### src/rtl/scr1_tcm_dma_engine.sv
// Block-transfer engine for TCM port B: reads a run of words, optionally transforms them
// (add/XOR constant or sum-reduce) and writes the results back while the core is stalled.
module scr1_tcm_dma_engine #(
    parameter int AW = 14,
    parameter int LW = 15
) (
    input  logic          clk,
    input  logic          rst_n,
    input  logic          start_i,
    input  logic [1:0]    op_i,
    input  logic [AW-1:0] src_i,
    input  logic [AW-1:0] dst_i,
    input  logic [LW-1:0] len_i,
    input  logic [31:0]   konst_i,
    input  logic          core_dmem_req_i,
    output logic          busy_o,
    output logic          done_o,
    output logic [31:0]   result_o,
    output logic          port_own_o,
    output logic          core_stall_o,
    output logic          mem_ren_o,
    output logic          mem_wen_o,
    output logic [3:0]    mem_be_o,
    output logic [AW-1:0] mem_addr_o,
    output logic [31:0]   mem_wdata_o,
    input  logic [31:0]   mem_rdata_i
);

    typedef enum logic [2:0] {S_IDLE, S_ARB, S_READ, S_XFER, S_SUMWR, S_DONE} state_e;
    typedef enum logic [1:0] {OP_COPY, OP_ADDK, OP_XORK, OP_SUM} op_e;

    state_e        state_q;
    op_e           op_q;
    logic [AW-1:0] rp_q, wp_q, dst_q;
    logic [LW-1:0] cnt_q;
    logic [31:0]   konst_q, acc_q, result_q;
    logic [31:0]   acc_d, xfer_data_d;

    // The core request only feeds status; the stall is unconditional while the engine is active.
    logic unused_core_req;
    assign unused_core_req = core_dmem_req_i;

    assign acc_d = acc_q + mem_rdata_i;

    always_comb begin
        unique case (op_q)
            OP_ADDK: xfer_data_d = mem_rdata_i + konst_q;
            OP_XORK: xfer_data_d = mem_rdata_i ^ konst_q;
            default: xfer_data_d = mem_rdata_i;
        endcase
    end

    // NOTE: sequential state uses non-blocking assignments so every register samples pre-edge values.
    always_ff @(posedge clk or negedge rst_n) begin
        if (!rst_n) begin
            state_q  <= S_IDLE;
            op_q     <= OP_COPY;
            rp_q     <= '0;
            wp_q     <= '0;
            dst_q    <= '0;
            cnt_q    <= '0;
            konst_q  <= '0;
            acc_q    <= '0;
            result_q <= '0;
        end else begin
            unique case (state_q)
                S_IDLE: begin
                    if (start_i) begin
                        op_q    <= op_e'(op_i);
                        rp_q    <= src_i;
                        wp_q    <= dst_i;
                        dst_q   <= dst_i;
                        cnt_q   <= len_i;
                        konst_q <= konst_i;
                        acc_q   <= '0;
                        state_q <= (len_i == '0) ? S_DONE : S_ARB;
                    end
                end
                S_ARB: state_q <= S_READ;
                S_READ: begin
                    rp_q    <= rp_q + AW'(1);
                    state_q <= S_XFER;
                end
                S_XFER: begin
                    if (op_q == OP_SUM) acc_q <= acc_d;
                    else                wp_q  <= wp_q + AW'(1);
                    cnt_q <= cnt_q - LW'(1);
                    if (cnt_q == LW'(1)) state_q <= (op_q == OP_SUM) ? S_SUMWR : S_DONE;
                    else                 state_q <= S_READ;
                end
                S_SUMWR: begin
                    result_q <= acc_q;
                    state_q  <= S_DONE;
                end
                S_DONE:  state_q <= S_IDLE;
                default: state_q <= S_IDLE;
            endcase
        end
    end

    assign busy_o       = (state_q != S_IDLE);
    assign done_o       = (state_q == S_DONE);
    assign result_o     = result_q;
    assign port_own_o   = (state_q == S_READ) || (state_q == S_XFER) || (state_q == S_SUMWR);
    assign core_stall_o = (state_q == S_ARB) || port_own_o;
    assign mem_ren_o    = (state_q == S_READ);
    assign mem_wen_o    = ((state_q == S_XFER) && (op_q != OP_SUM)) || (state_q == S_SUMWR);
    assign mem_be_o     = {4{mem_wen_o}};

    // NOTE: every always_comb output gets a default first so no latch is inferred.
    always_comb begin
        mem_addr_o  = '0;
        mem_wdata_o = '0;
        unique case (state_q)
            S_READ: mem_addr_o = rp_q;
            S_XFER: begin
                if (op_q != OP_SUM) begin
                    mem_addr_o  = wp_q;
                    mem_wdata_o = xfer_data_d;
                end
            end
            S_SUMWR: begin
                mem_addr_o  = dst_q;
                mem_wdata_o = acc_q;
            end
            default: ;
        endcase
    end

endmodule

### config.mk
export PLATFORM = sky130hd
export DESIGN_NAME = scr1_tcm_dma_engine
export DESIGN_NICKNAME = d
export VERILOG_FILES = /design/src/rtl/scr1_tcm_dma_engine.sv
export SDC_FILE = /design/constraint.sdc
export NUM_CORES = 1
export LEC_CHECK = 0
export ABC_AREA = 1
export BUFFER_PORTS_ARGS = -buffer_cell sky130_fd_sc_hd__buf_4
export CORE_MARGIN = 1
export CORE_UTILIZATION = 60
export CTS_CLUSTER_DIAMETER = 150
export DETAILED_ROUTE_END_ITERATION = 16
export GPL_TIMING_DRIVEN = 0
export PLACE_DENSITY = 0.84
export SLEW_MARGIN = 30
export SYNTH_ARGS = -nofsm -noshare
export SYNTH_HDL_FRONTEND = slang
export SYNTH_SLANG_ARGS = --single-unit
### constraint.sdc
create_clock -name clk -period 4.6 [get_ports clk]
set_input_delay 0.92 -clock clk [delete_from_list [all_inputs] [get_ports clk]]
set_output_delay 0.92 -clock clk [all_outputs]
set_load 0.005 [all_outputs]
==> metrics.md, run 1 <==
| Metric | Value |
|---|---|
| Status | finished, final reports clean |
| Max-cap violations | 0 |
| Number of global-route vias before repair | between 10000 and 15000 |
| Number of synthesized register bits | around 160 |
| RSZ-0062 raised after global routing | no |
| Synth top area share | a little under a third |
| Total gr overflow | 0 |
| Setup TNS Final | 0 ns |
| Area contributors post-synth | dfrtp_1, nand2_1, ha_1 |
| Slew Limit Fails | 0 |
| Pin count of the biggest net entering global routing | 85 |
| Vias per cell | between 5 and 6 |
| Wirelength per Cell | between 15 and 20 microns |
| Clk_lat worst skew | 0.45 ns |
| Skew final | between 0.015 and 0.02 ns |
| Layout cell share with drive strength beyond 1 | between 10% and 20% |
| DPL Wire Length | between 30000 and 40000 microns |
| Final hold viol count | 0 |
| CP peak stage delay | roughly 0.44 ns |
| Die X | 145.9 microns |
| CP Buf/Inv Count | 2 |
| Gr usage total | a little over two fifths |
| Core area | just over 0.02 sq mm |
| CP Max Fanout | 5 |
| Most used cell, CP | nand2_1 |
| Initial antenna violation count | 0 |
| Syn Area/Cell | roughly 6.4 sq um |
| Post-synthesis cell count | 1957 |
| Post-route worst setup slack | roughly 0.51 ns |
| Grt met1 use | between 50% and 60% |
| Port Buffers | just under 200 |
| Routed WL | 44360 microns |
| # rows | between 50 and 60 |
| Place WS | about 0.55 ns |
| Layout Nets | about 2400 |
| Cell Chain, Critical Path | buf_4 -> ha_1 -> fa_1 -> nand3_1 -> nand3_1 -> nand2_1 -> nand2_1 -> nand2_1 -> nand2_1 -> nand2_1 -> nand2_1 -> nand2_1 -> nand3_1 -> nand2_1 -> nand2_1 -> nand2_1 -> buf_4 |
| Sink Count | ~160 |
| EDFF count, synth | 0 |
| Fmax | ~240 MHz |
| DIE AREA | approximately 0.021 sq mm |
| Final antenna-violating net count | 0 |
| Worst Path Required | 3.68 ns |
| VDD IR-drop max | roughly 470 uV |
| Pwr dens | about 700 mW/mm^2 |
| CP Launch Type | input port |
| Clk root buf | clkbuf_16 |
| Worst-margin pin slew | 0.8885 ns |
| Top Usage Layer GRT | met2 |
| Post-synth ARST share | 100.0% |
| Num CTS Buffers | 17 |
| Top Family by Delay on Critical Path | simple AND/OR/NAND/NOR gates |
| Fill cell count | 1761 |
| Clock buffer depth | 2 |
| Gpl congestion | 1.003 |
| Ys flop type | dfrtp_1 |
| Final Cycle Share | 88.99% |
| Netlist cell types | 55 |
| H-tree levels | 4 |
| Starting Density | around 61% |
| CTS tree | yes |
| Die Height | 145.9 microns |
| Leakage power | just over 8 nW |
| Met2 usage | 63.35% |
| WS Path Type | input port to output port |
| First-pass GRT wire length | 69060 microns |
| Slowest-stage cell, CP | fa_1 |
| Initial drt markers | around 1600 |
| Via count | between 10000 and 15000 |
| Area Overhead vs Synth | 19.57% |
| Netlist Area Pre-Place | approximately 0.012 sq mm |
| Met3 Use GR | between 9 and 10% |
| DRT Pass-1 Iters | 8 |
| CTS Hold Bufs | 0 |
| # diodes | 0 |
| YS warnings | 0 |
| Synthesized Nets | between 2000 and 2500 |
| Worst slew margin | about two fifths |
| Sequential fraction of the synthesis area | approximately a third |
| CTS resizes | 0 |
| Worst Setup End Kind | output port |
| Endpoints failing setup | 0 |
| HP Class | input port to asynchronous set/reset pin |
| Largest area contributor in the netlist | dfrtp_1 |
| Min Clock Period, post-route | 4.093 ns |
| Io pins | around 200 |
| Postcts setup bufs | 0 |
| CTS clk-pin slew, worst paths | 0.08 ns |
| Critical path arrival | between 3 and 4 ns |
| DRC | 0 |
## flip-flops by register name (all words and copies together) (netlist names)
register,cells
konst_q,32
op_q,2
state_q,3
rp_q,14
acc_q,32
result_o,32
cnt_q,15
wp_q,14
dst_q,14
## cell usage after synthesis (all sizes together) (2+ instances only)
master	n
a22o	2
dfrtp	158
nand4	19
inv	229
or2	2
a221o	3
nand3b	6
a21o	4
a31oi	7
and2	2
o21ai	109
xor2	8
a211oi	2
fa	2
nand3	94
ha	69
o311ai	4
o21bai	5
nand2	784
nor2	167
a21oi	126
nor3	27
o221ai	13
o211ai	18
nor4	5
o22ai	4
a22oi	2
xnor2	7
buf	22
o21a	3
a32oi	5
clkbuf	39
## layout by cell type (no fill, tap or decap), drive strengths merged, types with 6 or more instances in the layout
cell	n
o221ai	13
clkbuf	57
xor2	8
nor3	27
ha	69
buf	222
inv	239
nor2	167
nand3b	6
o211ai	18
a21oi	126
nand4	19
xnor2	7
a31oi	7
dfrtp	158
nand2	784
o21ai	109
nand3	94
## kinds of logic after synthesis
logic type | after synthesis | synth area share, %
muxes | 1 | 0.08054
adders and majority gates | 71 | 7.269
DFF | 158 | 31.81
xor gates and xnor gates | 15 | 1.057
buffers and inverters | 291 | 9.151
and+or+nand+nor | 1107 | 36.03
AOI/OAI and AO/OA | 314 | 14.60
## through the flow
stage	cell area [sq um]	utilization, %	power [W]	hold slack, ns	cells
after CTS	14860	73.21	0.01020	0.4459	2459
final	14860	73.21	0.01044	0.4006	2459
after detailed placement	14300	70.42	0.008768	0.4588	2427
after global routing	14860	73.21	0.01116	0.4650	2459
after global placement	14260	70.25	0.008566	0.4537	2426
after floorplan	12430	-	0.006545	0.4422	1957
## layout make-up
type	count	area [sq um]	share of cell area (%)
Multi-Input combinational cell	1508	7337	49.37
Sequential cell	158	3954	26.61
Buffer	61	274.0	1.844
Tap cell	270	337.8	2.273
Clock buffer	18	429.2	2.888
Timing Repair Buffer	200	1529	10.29
Inverter	230	863.3	5.810
Clock inverter	14	136.4	0.9177
## routing by layer
| metal | routed length (microns) | part of all wire, % |
|---|---|---|
| met1 | 18250 | 41 |
| met2 | 19260 | 43 |
| met5 | 0 | 0 |
| met3 | 4980 | 11 |
| met4 | 1876 | 4.2 |
## path summary, 6_finish.rpt
kind / cells after the start / slack, ns / from / end
max: 17 / 0.51 / mem_rdata_i[0] / mem_wdata_o[22]
min: 1 / 0.40 / rst_n / rp_q[6]$_DFFE_PN0P_
max reg2reg: 6 / 2.02 / state_q[1]$_DFFE_PN0P_ / result_o[17]$_DFFE_PN0P_
min reg2reg: 2 / 0.47 / konst_q[3]$_DFFE_PN0P_ / konst_q[3]$_DFFE_PN0P_
max in group asynchronous: 2 / 3.34 / rst_n / konst_q[7]$_DFFE_PN0P_
min in group clk: 2 / 0.47 / konst_q[3]$_DFFE_PN0P_ / konst_q[3]$_DFFE_PN0P_
## report_power, final
part,internal (W),switching [W]
combinational,0.00225,0.00442
clock,0.000720,0.000692
sequential,0.00194,0.000424
Note: power is estimated with default switching activity, not from simulation.
==> inputs of run 2 (changes only) <==
--- a/config.mk
+++ b/config.mk
@@ -7,12 +7,14 @@
 export LEC_CHECK = 0
 export ABC_AREA = 1
 export BUFFER_PORTS_ARGS = -buffer_cell sky130_fd_sc_hd__buf_4
+export CAP_MARGIN = 10
 export CORE_MARGIN = 1
 export CORE_UTILIZATION = 60
 export CTS_CLUSTER_DIAMETER = 150
 export DETAILED_ROUTE_END_ITERATION = 16
 export GPL_TIMING_DRIVEN = 0
 export PLACE_DENSITY = 0.84
+export RECOVER_POWER = 50
 export SLEW_MARGIN = 30
 export SYNTH_ARGS = -nofsm -noshare
 export SYNTH_HDL_FRONTEND = slang
==> run 2 against run 1 <==
Compared with the run above:
- non-clock buffer count stayed put
- clock-buffer cell count unchanged
- clock power hardly changed
- setup slack lost 0.016 ns
- worst hold slack better by 0.073 ns
- final area is 0.51% lower
- the run now ends with max-capacitance violations, max-slew violations left
- total power decreased by 0.72%
==> metrics.md, run 2 (synthesis gave the netlist of run 1 again) <==
| Metric | Value |
|---|---|
| CP Launch Type | input port (unchanged) |
| Max-cap violations | 1 (was 0) |
| Slew Limit Fails | 75 (was 0) |
| Gpl congestion | 1.003 (unchanged) |
| Final Cycle Share | 89.34% (was 88.99%) |
| CTS tree | yes (unchanged) |
| Total gr overflow | 0 (unchanged) |
| Final hold viol count | 0 (unchanged) |
| VDD IR-drop max | 461.4 uV (was 465.4 uV) |
| Inst Count DP | 2427 (unchanged) |
| Sink Count | 158 (unchanged) |
| Status | finished, violations left (was finished, final reports clean) |
| Worst slew margin | -128.2% (was 40.76%) |
| Leading cell type in the layout, fill and taps excluded | nand2_1 (unchanged) |
| Routed WL | 44290 microns (was 44360 microns) |
| Clock buffer depth | 2 (unchanged) |
| Via count | 14420 (was 14470) |
| Fmax | 243.3 MHz (was 244.3 MHz) |
| Worst Path Required | 3.68 ns (about the same) |
| Layout Nets | 2360 (unchanged) |
| Critical path arrival | 3.19 ns (was 3.17 ns) |
| Vias per cell | 5.865 (was 5.884) |
| Wirelength per Cell | 18.01 microns (was 18.04 microns) |
| RSZ-0062 raised after global routing | no (unchanged) |
| Pwr dens | 701.2 mW/mm^2 (was 702.6 mW/mm^2) |
| Clk_lat worst skew | 0.45 ns (about the same) |
| Gr usage total | 41.87% (unchanged) |
| Fin util | 72.83% (was 73.21%) |
| DPL Wire Length | 34360 microns (unchanged) |
| H-tree levels | 4 (unchanged) |
| Leading cell types in the layout, fill and taps excluded | nand2_1, inv_1, buf_4, nor2_1, dfrtp_1 (unchanged) |
| CTS clk-pin slew, worst paths | 0.06 ns (was 0.08 ns) |
| Combinational Power Share | 63.7% (was 63.9%) |
| DRT Pass-1 Iters | 8 (unchanged) |
| Setup TNS Final | 0 ns (unchanged) |
| Die X | 145.9 microns (unchanged) |
| Skew final | 0.01370 ns (was 0.01530 ns) |
| Leakage power | 8.253 nW (was 8.307 nW) |
| Layout cell share with drive strength beyond 1 | 11.74% (was 12.52%) |
| Io pins | 201 (unchanged) |
| CP Max Fanout | 5 (unchanged) |
| Switching part of the total | 52.95% (was 52.99%) |
| CTS resizes | 0 (unchanged) |
| Flop pwr share | 22.7% (was 22.6%) |
| Clk pwr share | 13.5% (about the same) |
| DIE AREA | 0.02129 sq mm (unchanged) |
| # rows | 52 (unchanged) |
| First-pass GRT wire length | 69060 microns (unchanged) |
| Number of global-route vias before repair | 13390 (unchanged) |
| Worst-margin pin slew | 3.423 ns (was 0.8885 ns) |
| Port Buffers | 199 (unchanged) |
| CTS Hold Bufs | 0 (unchanged) |
| Initial antenna violation count | 0 (unchanged) |
| Endpoints failing setup | 0 (unchanged) |
| Pin count of the biggest net entering global routing | 85 (unchanged) |
| Num CTS Buffers | 17 (unchanged) |
| Area Overhead vs Synth | 18.96% (was 19.57%) |
| Worst Setup End Kind | output port (unchanged) |
| # diodes | 0 (unchanged) |
| Final antenna-violating net count | 0 (unchanged) |
| Min Clock Period, post-route | 4.110 ns (was 4.093 ns) |
| Clk root buf | clkbuf_16 (unchanged) |
| WS Path Type | input port to output port (unchanged) |
| HP Class | register to register (was input port to asynchronous set/reset pin) |
| Reg2Reg Setup Slack | 1.28 ns (was 2.02 ns) |
| DRC | 0 (unchanged) |
| Core area | 0.02030 sq mm (unchanged) |
| Initial drt markers | 1564 (was 1594) |
| Failing checks | max-capacitance violations, max-slew violations |
| Die Height | 145.9 microns (unchanged) |
| P_sw | 0.005489 W (was 0.005533 W) |
| P_int | 0.004877 W (was 0.004909 W) |
| Starting Density | 61.22% (unchanged) |
| Final Non-Filler Cells | 2459 (unchanged) |
| Postcts setup bufs | 0 (unchanged) |
run 2: changes by cell type in the layout (fill, tap and decap cells not counted), moves of 2 or more:
cell | previous run | this run
buf_4 | 203 | 177
buf_2 | 14 | 9
inv_2 | 7 | 5
nand2_2 | 2 | 0
nand2_1 | 782 | 784
nor2_8 | 2 | 0
clkbuf_4 | 0 | 24
nor2_1 | 161 | 165
clkbuf_1 | 39 | 46
run 2: final timing paths:
kind,startpoint,cells past startpoint,end
max,mem_rdata_i[0],17,mem_wdata_o[22]
min,result_o[29]$_DFFE_PN0P_,2,result_o[29]$_DFFE_PN0P_
max reg2reg,state_q[1]$_DFFE_PN0P_,10,wp_q[1]$_DFFE_PN0P_
min reg2reg,result_o[29]$_DFFE_PN0P_,2,result_o[29]$_DFFE_PN0P_
max in group asynchronous,rst_n,1,acc_q[2]$_DFFE_PN0P_
min in group asynchronous,rst_n,1,rp_q[6]$_DFFE_PN0P_
run 2: final cells by class:
cell class,count,area (sq um)
plain buffers,61,264.0
clock buffers,18,429.2
clock inverters,14,136.4
fillers,1780,5515
inverters,230,863.3
multi-input cells,1508,7277
flip-flops and latches,158,3954
well taps,270,337.8
repair buffers,200,1523
run 2: critical path, stage by stage:
cell	delay [ns]
buf_4	0.13
ha_1	0.24
fa_1	0.44
nand3_1	0.11
nand3_1	0.20
nand2_1	0.12
nand2_1	0.10
nand2_1	0.09
nand2_1	0.18
nand2_1	0.14
nand2_1	0.05
nand2_1	0.05
nand3_1	0.07
nand2_1	0.09
nand2_1	0.08
nand2_1	0.07
buf_4	0.11
run 2: metal layers:
layer,track usage [%],vias to the layer above,routed length (microns)
met3,9.122,172,4796
met2,63.35,896,19030
met1,57.06,6606,18260
met4,19.84,0,2201
li1,-,6747,-
met5,0,-,0
run 2: metrics by stage:
stage	hold WS (ns)	total power [W]	worst slack [ns]	cell area [sq um]
6_report	0.4739	0.01037	0.4904	14780
3_5_place_dp	0.4588	0.008768	0.5537	14300
4_1_cts	0.4459	0.01020	0.5469	14860
2_1_floorplan	0.4422	0.006545	1.239	12430
3_3_place_gp	0.4537	0.008566	0.5797	14260
5_1_grt	0.4963	0.01110	0.1733	14780
run 2: power by group through the flow:
| stage | logic [W] | registers [W] | clock network, W |
|---|---|---|---|
| final | 0.00661 | 0.00236 | 0.00140 |
| after global routing | 0.00724 | 0.00241 | 0.00145 |
| after CTS | 0.00646 | 0.00234 | 0.00140 |
| after detailed placement | 0.00641 | 0.00236 | 0 |
| after global placement | 0.00623 | 0.00234 | 0 |
| after floorplan | 0.00430 | 0.00225 | 0 |
